===== src/rtl/layer4_window_fetch_pkg.sv =====
// Shared types and constants for the layer-4 3x3 window fetch sequencer.
package layer4_window_fetch_pkg;

  localparam int LAYER4_WIDTH         = 14;
  localparam int LAYER3_OUTPUT_LENGTH = 128;
  localparam int LAYER4_K             = 3;
  localparam int WINDOW_COUNT         = LAYER4_WIDTH - LAYER4_K + 1;

  typedef enum logic [2:0] {
    IDLE,
    FILL,
    SLIDE,
    HOLD,
    DONE
  } state_t;

  // Last legal window origin along one axis of an in_w x in_w map.
  function automatic logic [15:0] last_pos(input int in_w, input int k);
    return 16'(in_w - k);
  endfunction

endpackage


===== src/rtl/layer4_window_fetch_if.sv =====
// Memory read port plus window stream between the fetch sequencer and its environment.
interface layer4_window_fetch_if
  import layer4_window_fetch_pkg::*;
#(
  parameter int K      = LAYER4_K,
  parameter int DATA_W = LAYER3_OUTPUT_LENGTH
);

  logic                    start;
  logic [15:0]             read_row_addr;
  logic [15:0]             read_col_addr;
  logic                    layer3_result_read_signal;
  logic [DATA_W-1:0]       layer3_result_output;
  logic [K*K*DATA_W-1:0]   window_data;
  logic                    window_valid;
  logic                    window_ready;
  logic [15:0]             out_row;
  logic [15:0]             out_col;
  logic                    busy;
  logic                    done;

  modport master (
    input  start, layer3_result_output, window_ready,
    output read_row_addr, read_col_addr, layer3_result_read_signal,
           window_data, window_valid, out_row, out_col, busy, done
  );

  modport slave (
    output start, layer3_result_output, window_ready,
    input  read_row_addr, read_col_addr, layer3_result_read_signal,
           window_data, window_valid, out_row, out_col, busy, done
  );

endinterface


===== src/rtl/layer4_window_shift.sv =====
// K x K pixel register bank: per-slot load, column-left shift and synchronous clear.
module layer4_window_shift
  import layer4_window_fetch_pkg::*;
#(
  parameter int  K      = LAYER4_K,
  parameter int  DATA_W = LAYER3_OUTPUT_LENGTH,
  localparam int SLOTS  = K * K,
  localparam int SLOT_W = $clog2(SLOTS)
) (
  input  logic                    clk,
  input  logic                    rst,
  input  logic                    clear,
  input  logic                    shift_en,
  input  logic                    load_en,
  input  logic [SLOT_W-1:0]       load_slot,
  input  logic [DATA_W-1:0]       load_data,
  output logic [SLOTS*DATA_W-1:0] window_data
);

  logic [SLOTS-1:0][DATA_W-1:0] bank_q, bank_d;

  // Shift and load never coincide in practice, but a load still wins over a shifted value.
  always_comb begin
    bank_d = bank_q;
    if (clear) begin
      bank_d = '0;
    end else begin
      if (shift_en) begin
        for (int i = 0; i < K; i++) begin
          for (int j = 0; j < K - 1; j++) begin
            bank_d[i*K+j] = bank_q[i*K+j+1];
          end
        end
      end
      if (load_en) begin
        bank_d[load_slot] = load_data;
      end
    end
  end

  always_ff @(posedge clk or negedge rst) begin
    if (!rst) begin
      bank_q <= '0;
    end else begin
      bank_q <= bank_d;
    end
  end

  assign window_data = bank_q;

endmodule


===== src/rtl/layer4_window_fetch.sv =====
// Read sequencer for the layer-3 result map: builds stride-1 3x3 windows with column reuse.
module layer4_window_fetch
  import layer4_window_fetch_pkg::*;
#(
  parameter int IN_W   = LAYER4_WIDTH,
  parameter int K      = LAYER4_K,
  parameter int DATA_W = LAYER3_OUTPUT_LENGTH
) (
  input logic                  clk,
  input logic                  rst,
  layer4_window_fetch_if.master bus
);

  localparam int          SLOT_W      = $clog2(K * K);
  localparam logic [7:0]  FILL_READS  = 8'(K * K);
  localparam logic [7:0]  SLIDE_READS = 8'(K);
  localparam logic [15:0] LAST_POS    = last_pos(IN_W, K);
  localparam logic [15:0] K16         = 16'(K);

  state_t            state_q, state_d;
  logic [15:0]       r_q, r_d, c_q, c_d;
  logic [7:0]        k_q, k_d;
  logic [15:0]       row_q, row_d, col_q, col_d;
  logic              rd_q, rd_d;
  logic              cap_q, cap_d;
  logic [SLOT_W-1:0] slot_q, slot_d;

  logic              issue;
  logic [7:0]        issue_k;
  logic              shift_en;
  logic              clear;
  logic [15:0]       issue_i, issue_j;
  logic              win_valid, busy_o, done_o;

  always_ff @(posedge clk or negedge rst) begin
    if (!rst) begin
      state_q <= IDLE;
      r_q     <= '0;
      c_q     <= '0;
      k_q     <= '0;
      row_q   <= '0;
      col_q   <= '0;
      rd_q    <= 1'b0;
      cap_q   <= 1'b0;
      slot_q  <= '0;
    end else begin
      state_q <= state_d;
      r_q     <= r_d;
      c_q     <= c_d;
      k_q     <= k_d;
      row_q   <= row_d;
      col_q   <= col_d;
      rd_q    <= rd_d;
      cap_q   <= cap_d;
      slot_q  <= slot_d;
    end
  end

  // Leaving IDLE or HOLD launches the first read of the next fill/slide in the same edge,
  // so k_q counts reads already issued and the last capture coincides with entering HOLD.
  always_comb begin
    state_d  = state_q;
    r_d      = r_q;
    c_d      = c_q;
    k_d      = k_q;
    issue    = 1'b0;
    issue_k  = k_q;
    shift_en = 1'b0;
    clear    = 1'b0;
    case (state_q)
      IDLE: begin
        if (bus.start) begin
          state_d = FILL;
          r_d     = '0;
          c_d     = '0;
          k_d     = 8'd1;
          issue   = 1'b1;
          issue_k = '0;
        end
      end
      FILL: begin
        if (k_q == FILL_READS) begin
          state_d = HOLD;
        end else begin
          issue = 1'b1;
          k_d   = k_q + 8'd1;
        end
      end
      SLIDE: begin
        if (k_q == SLIDE_READS) begin
          state_d = HOLD;
        end else begin
          issue = 1'b1;
          k_d   = k_q + 8'd1;
        end
      end
      HOLD: begin
        if (bus.window_ready) begin
          issue_k = '0;
          k_d     = 8'd1;
          issue   = 1'b1;
          if (c_q != LAST_POS) begin
            state_d  = SLIDE;
            c_d      = c_q + 16'd1;
            shift_en = 1'b1;
          end else if (r_q != LAST_POS) begin
            state_d = FILL;
            r_d     = r_q + 16'd1;
            c_d     = '0;
          end else begin
            state_d = DONE;
            issue   = 1'b0;
            k_d     = '0;
          end
        end
      end
      DONE: begin
        state_d = IDLE;
        clear   = 1'b1;
      end
      default: begin
        state_d = IDLE;
      end
    endcase
  end

  // Fill reads walk the window column-major; slide reads only refill the rightmost column.
  always_comb begin
    if (state_d == FILL) begin
      issue_i = {8'd0, issue_k} % K16;
      issue_j = {8'd0, issue_k} / K16;
    end else begin
      issue_i = {8'd0, issue_k};
      issue_j = K16 - 16'd1;
    end
    rd_d   = issue;
    cap_d  = issue;
    row_d  = row_q;
    col_d  = col_q;
    slot_d = slot_q;
    if (issue) begin
      row_d  = r_d + issue_i;
      col_d  = c_d + issue_j;
      slot_d = SLOT_W'(issue_i * K16 + issue_j);
    end
    win_valid = (state_q == HOLD);
    busy_o    = (state_q != IDLE);
    done_o    = (state_q == DONE);
  end

  layer4_window_shift #(
    .K      (K),
    .DATA_W (DATA_W)
  ) u_shift (
    .clk         (clk),
    .rst         (rst),
    .clear       (clear),
    .shift_en    (shift_en),
    .load_en     (cap_q),
    .load_slot   (slot_q),
    .load_data   (bus.layer3_result_output),
    .window_data (bus.window_data)
  );

  assign bus.read_row_addr             = row_q;
  assign bus.read_col_addr             = col_q;
  assign bus.layer3_result_read_signal = rd_q;
  assign bus.window_valid              = win_valid;
  assign bus.out_row                   = r_q;
  assign bus.out_col                   = c_q;
  assign bus.busy                      = busy_o;
  assign bus.done                      = done_o;

endmodule


===== src/flat_wrapper.sv =====
// flat-port wrapper written by rule: the top's interface ports become plain ports
module layer4_window_fetch_flat import layer4_window_fetch_pkg::*;
#(
  parameter int IN_W   = LAYER4_WIDTH,
  parameter int K      = LAYER4_K,
  parameter int DATA_W = LAYER3_OUTPUT_LENGTH
)
  (clk, rst, bus_start, bus_layer3_result_output, bus_window_ready, bus_read_row_addr, bus_read_col_addr, bus_layer3_result_read_signal, bus_window_data, bus_window_valid, bus_out_row, bus_out_col, bus_busy, bus_done);
  layer4_window_fetch_if #(.K(K), .DATA_W(DATA_W)) bus_i ();
  input logic clk;
  input logic rst;
  input wire logic [$bits(bus_i.start)-1:0] bus_start;
  input wire logic [$bits(bus_i.layer3_result_output)-1:0] bus_layer3_result_output;
  input wire logic [$bits(bus_i.window_ready)-1:0] bus_window_ready;
  output wire logic [$bits(bus_i.read_row_addr)-1:0] bus_read_row_addr;
  output wire logic [$bits(bus_i.read_col_addr)-1:0] bus_read_col_addr;
  output wire logic [$bits(bus_i.layer3_result_read_signal)-1:0] bus_layer3_result_read_signal;
  output wire logic [$bits(bus_i.window_data)-1:0] bus_window_data;
  output wire logic [$bits(bus_i.window_valid)-1:0] bus_window_valid;
  output wire logic [$bits(bus_i.out_row)-1:0] bus_out_row;
  output wire logic [$bits(bus_i.out_col)-1:0] bus_out_col;
  output wire logic [$bits(bus_i.busy)-1:0] bus_busy;
  output wire logic [$bits(bus_i.done)-1:0] bus_done;
  assign bus_i.start = bus_start;
  assign bus_i.layer3_result_output = bus_layer3_result_output;
  assign bus_i.window_ready = bus_window_ready;
  assign bus_read_row_addr = bus_i.read_row_addr;
  assign bus_read_col_addr = bus_i.read_col_addr;
  assign bus_layer3_result_read_signal = bus_i.layer3_result_read_signal;
  assign bus_window_data = bus_i.window_data;
  assign bus_window_valid = bus_i.window_valid;
  assign bus_out_row = bus_i.out_row;
  assign bus_out_col = bus_i.out_col;
  assign bus_busy = bus_i.busy;
  assign bus_done = bus_i.done;
  layer4_window_fetch #(.IN_W(IN_W), .K(K), .DATA_W(DATA_W)) u_core (.clk(clk), .rst(rst), .bus(bus_i));
endmodule

===== config.mk =====
export PLATFORM = sky130hd
export DESIGN_NAME = layer4_window_fetch_flat
export DESIGN_NICKNAME = d
export VERILOG_FILES = /design/src/rtl/layer4_window_fetch_pkg.sv /design/src/rtl/layer4_window_fetch_if.sv /design/src/rtl/layer4_window_shift.sv /design/src/rtl/layer4_window_fetch.sv /design/src/flat_wrapper.sv
export SDC_FILE = /design/constraint.sdc
export NUM_CORES = 2
export LEC_CHECK = 0
export ABC_AREA = 1
export BUFFER_PORTS_ARGS = -buffer_cell sky130_fd_sc_hd__clkbuf_2
export CAP_MARGIN = 20
export CORE_AREA = 2 2 519 521
export DETAILED_ROUTE_END_ITERATION = 12
export DIE_AREA = 0 0 521 523
export MAX_ROUTING_LAYER = met4
export PLACE_DENSITY = 0.42
export SLEW_MARGIN = 20
export SYNTH_ARGS = -nofsm -noshare
export SYNTH_HDL_FRONTEND = slang
export SYNTH_SLANG_ARGS = --single-unit
export TNS_END_PERCENT = 20

===== constraint.sdc =====
create_clock -name clk -period 16.54 [get_ports clk]
set_input_delay 3.308 -clock clk [delete_from_list [all_inputs] [get_ports clk]]
set_output_delay 3.308 -clock clk [all_outputs]
set_load 0.01 [all_outputs]

==> qor.yml <==
timing:
  min_period_over_period: 0.709
  worstMarginPinSlew_ns: 1.10
  timing.setup.tns_ns: 0
  final_hold_viol_count: 0
  hold_slack_ns: 0.495
  fmax_mhz: 85.2
  period_needed_ns: 11.74
  slew_viol_final: 0
  skew_ns: 0.0706
  rsz0062_at_grt: "false"
  setup_slack_ns: 4.80
  max-slew-margin-rel: 0.269
  finalSetupViolations: 0
route:
  wl_per_cell_um: 27.9
  drt-pass1-iter-count: 7
  route.met2.wl_um: 145000
  dr_wl_met3_um: 26100
  drt_iter0_drc: 4485
  ant_nets: 0
  highest_layer: "met4"
  viasPerCell: 4.78
  wl_um: 312000
  vias: 53540
  wl_met1_um: 129000
  drc: 0
worst_hold_path:
  hp-class: "flop to flop"
place:
  hpwl_um: 215000
  dp.cells: 10910
  port_buffers: 1351
  dpl_worst_slack_ns: 3.93
  gp_routability_congestion: 0.889
cts:
  tritoncts: "done"
  postCtsSetupBuffers: 0
  clkLatencyLatePin_ns: 0.85
  ctsHtreeMaxLevel: 4
  cts-buffers-inserted: 162
  root_buffer: "clkbuf_16"
  hold_buffers: 0
  ctsResizeCount: 0
  clock_sinks: 1232
  clk_path_buf_depth: 4
  clk_pin_slew_ns: 0.06
worst_setup_path:
  endpoint: "u_core.bus.read_row_addr[14]"
  rr_endpoint: "u_core.bus.read_row_addr[14]"
  crit_type: "primary input to flop"
  r2r_start: "u_core.state_q[2]"
  crit_required_ns: 17.22
  cp_max_fo: 17
  crit_path_top_delay_cell: "o311ai_1"
  worstRegToRegCells: 55
  cp-start-kind: "primary input"
  crit_path_end_kind: "flop"
  regToRegSetupSlack_ns: 6.49
  crit_start: "bus_window_ready"
  critPathArrivalTime_ns: 12.42
  critical_path.max_stage_delay_ns: 0.41
floorplanning:
  io-pin-count: 1352
  core_sq_um: 267000
  die_w_um: 521
  die-area_sq_um: 272000
  die_h_um: 523
  initial_core_util: 0.217
  rows: 190
pwr:
  combPwrFrac: 0.484
  ir_drop_mv: 0.108
  leakagePower_uw: 0.0369
  p_int_uw: 9770
  p_sw_uw: 8380
  powerDensity_nw_per_um2: 247
  seqPwrFrac: 0.323
  p_clk_frac: 0.193
  swShare: 0.462
  totalPowerFinal_uw: 18200
logic_synthesis:
  netlist.area_leader.share: 0.531
  synth_enable_flop_cells: 0
  synth_cell_types: 55
  synth.avg_cell_area_sq_um: 9.09
  seq_area_frac_synth: 0.531
  yosys.area.top_type: "dfrtp_1"
  synth_cells: 6384
  yosys_register_bits: 1232
  syn_area_sq_um: 58100
  ys.flop_type: "dfrtp_1"
  yosys_warnings: 0
  synth_fp_nets: 6553
  ys_async_sr_fraction: 1.00
  synth_area_leaders: "dfrtp_1 (53%), o32ai_1 (9.7%), inv_1 (7.7%)"
status:
  status: "finished, final reports clean"
global_route:
  grt_pass1_vias: 52582
  grt_pass1_wl_um: 433000
  grt_util_all_layers: 0.226
  grt_overflow: 0
  grt_max_degree: 192
  antenna_found_initial: 14
job:
  cap_violations: 0
cells_and_area:
  layout.nets: 7692
  area_growth_syn_to_layout_pct: 26.7
  drive_above_1_share: 0.313
  instances_no_fill: 11191
sequential cells by signal, summed over array words and instances, names as in the netlist:
name / flops
u_core.k_q: 8
u_core.bus.read_col_addr: 16
u_core.state_q: 3
u_core.bus.out_row: 16
u_core.slot_q: 4
u_core.bus.out_col: 16
u_core.u_shift.window_data: 1152
u_core.bus.read_row_addr: 16
u_core.bus.layer3_result_read_signal: 1
per-layer routing:
metal | GRT usage | vias up
met2 | 0.355 | 2090
met3 | 0.0668 | 439
met1 | 0.275 | 27289
met5 | - | -
li1 | - | 23722
met4 | 0.0766 | 0
cell families after synthesis:
group           synth area share
buf+inv                    0.108
flops                      0.531
xor+xnor                 0.00438
fa+ha+maj                0.00862
compound gates             0.185
simple gates               0.163
cell type report:
class	instances	area [sq um]
Sequential cell	1232	30800
Tap cell	3552	4440
Timing Repair Buffer	1442	7580
Clock buffer	243	4720
Inverter	1198	4550
Multi-Input combinational cell	3487	21100
Antenna cell	7	17.5
Fill cell	28710	193000
Clock inverter	30	345
cells in the mapped netlist, drive strengths merged (4+ instances only):
cell type	n
clkinv	4
dfrtp	1232
clkbuf	457
o32ai	641
xnor2	9
buf	10
nand3b	4
o22ai	518
nor4	11
nand4	24
o21ai	93
fa	5
xor2	20
ha	32
nand3	59
inv	1194
or2	642
nand2	350
a211oi	5
o31ai	6
a21oi	47
nor3	31
o211ai	131
nor2	841
critical path: cells and delay by family:
| kind | cells | cell delay, ns |
|---|---|---|
| fa+ha+maj | 6 | 1.60 |
| simple gates | 25 | 3.71 |
| buf+inv | 10 | 1.07 |
| xor+xnor | 2 | 0.42 |
| compound gates | 12 | 2.26 |
power groups by stage:
| stage | Clock [uW] | Combinational (uW) | Sequential, uW |
|---|---|---|---|
| finish | 3500 | 8780 | 5870 |
| global route | 3700 | 9480 | 6030 |
| floorplan | 0 | 4060 | 6180 |
| CTS | 3590 | 8840 | 5850 |
| detailed placement | 0 | 8800 | 5880 |
| global placement | 0 | 8770 | 5830 |
worst min-delay path by stage:
stage,from,to,slack (ns),cells after the start
finish,u_core.bus.read_col_addr[7],u_core.bus.read_col_addr[7],0.49,2
floorplan,u_core.slot_q[3],u_core.slot_q[3],0.49,2
detailed placement,u_core.bus.read_col_addr[7],u_core.bus.read_col_addr[7],0.48,2
global route,u_core.bus.read_col_addr[11],u_core.bus.read_col_addr[11],0.53,2
CTS,u_core.bus.read_col_addr[7],u_core.bus.read_col_addr[7],0.50,2
global placement,u_core.bus.read_col_addr[7],u_core.bus.read_col_addr[7],0.48,2
through the flow:
stage	utilization	area [sq um]
after detailed placement	0.256	68500
after global placement	0.256	68500
final	0.276	73600
after global routing	0.276	73600
after floorplan	-	58100
after CTS	0.275	73500
placed cells by master, fill, tap and decap left out, types with 11 or more instances in the layout:
master     synthesis  final
a21oi_1           46     46
buf_4              1     81
clkbuf_1         457     47
clkbuf_16          0    164
clkbuf_2           0   1350
clkbuf_8           0     32
clkinv_2           0     13
dfrtp_1         1232   1232
ha_1              32     32
inv_1           1184   1177
inv_6              0     12
nand2_1          330    328
nand2_2           14     14
nand3_1           46     45
nand4_1           22     22
nor2_1           832    830
nor3_1            30     29
nor4_1            11     11
o211ai_1         131    131
o21ai_0           88     80
o22ai_1          518    518
o32ai_1          641    641
or2_2            640    640
xor2_1            20     20
No activity file was read; power rests on OpenSTA's default activity.
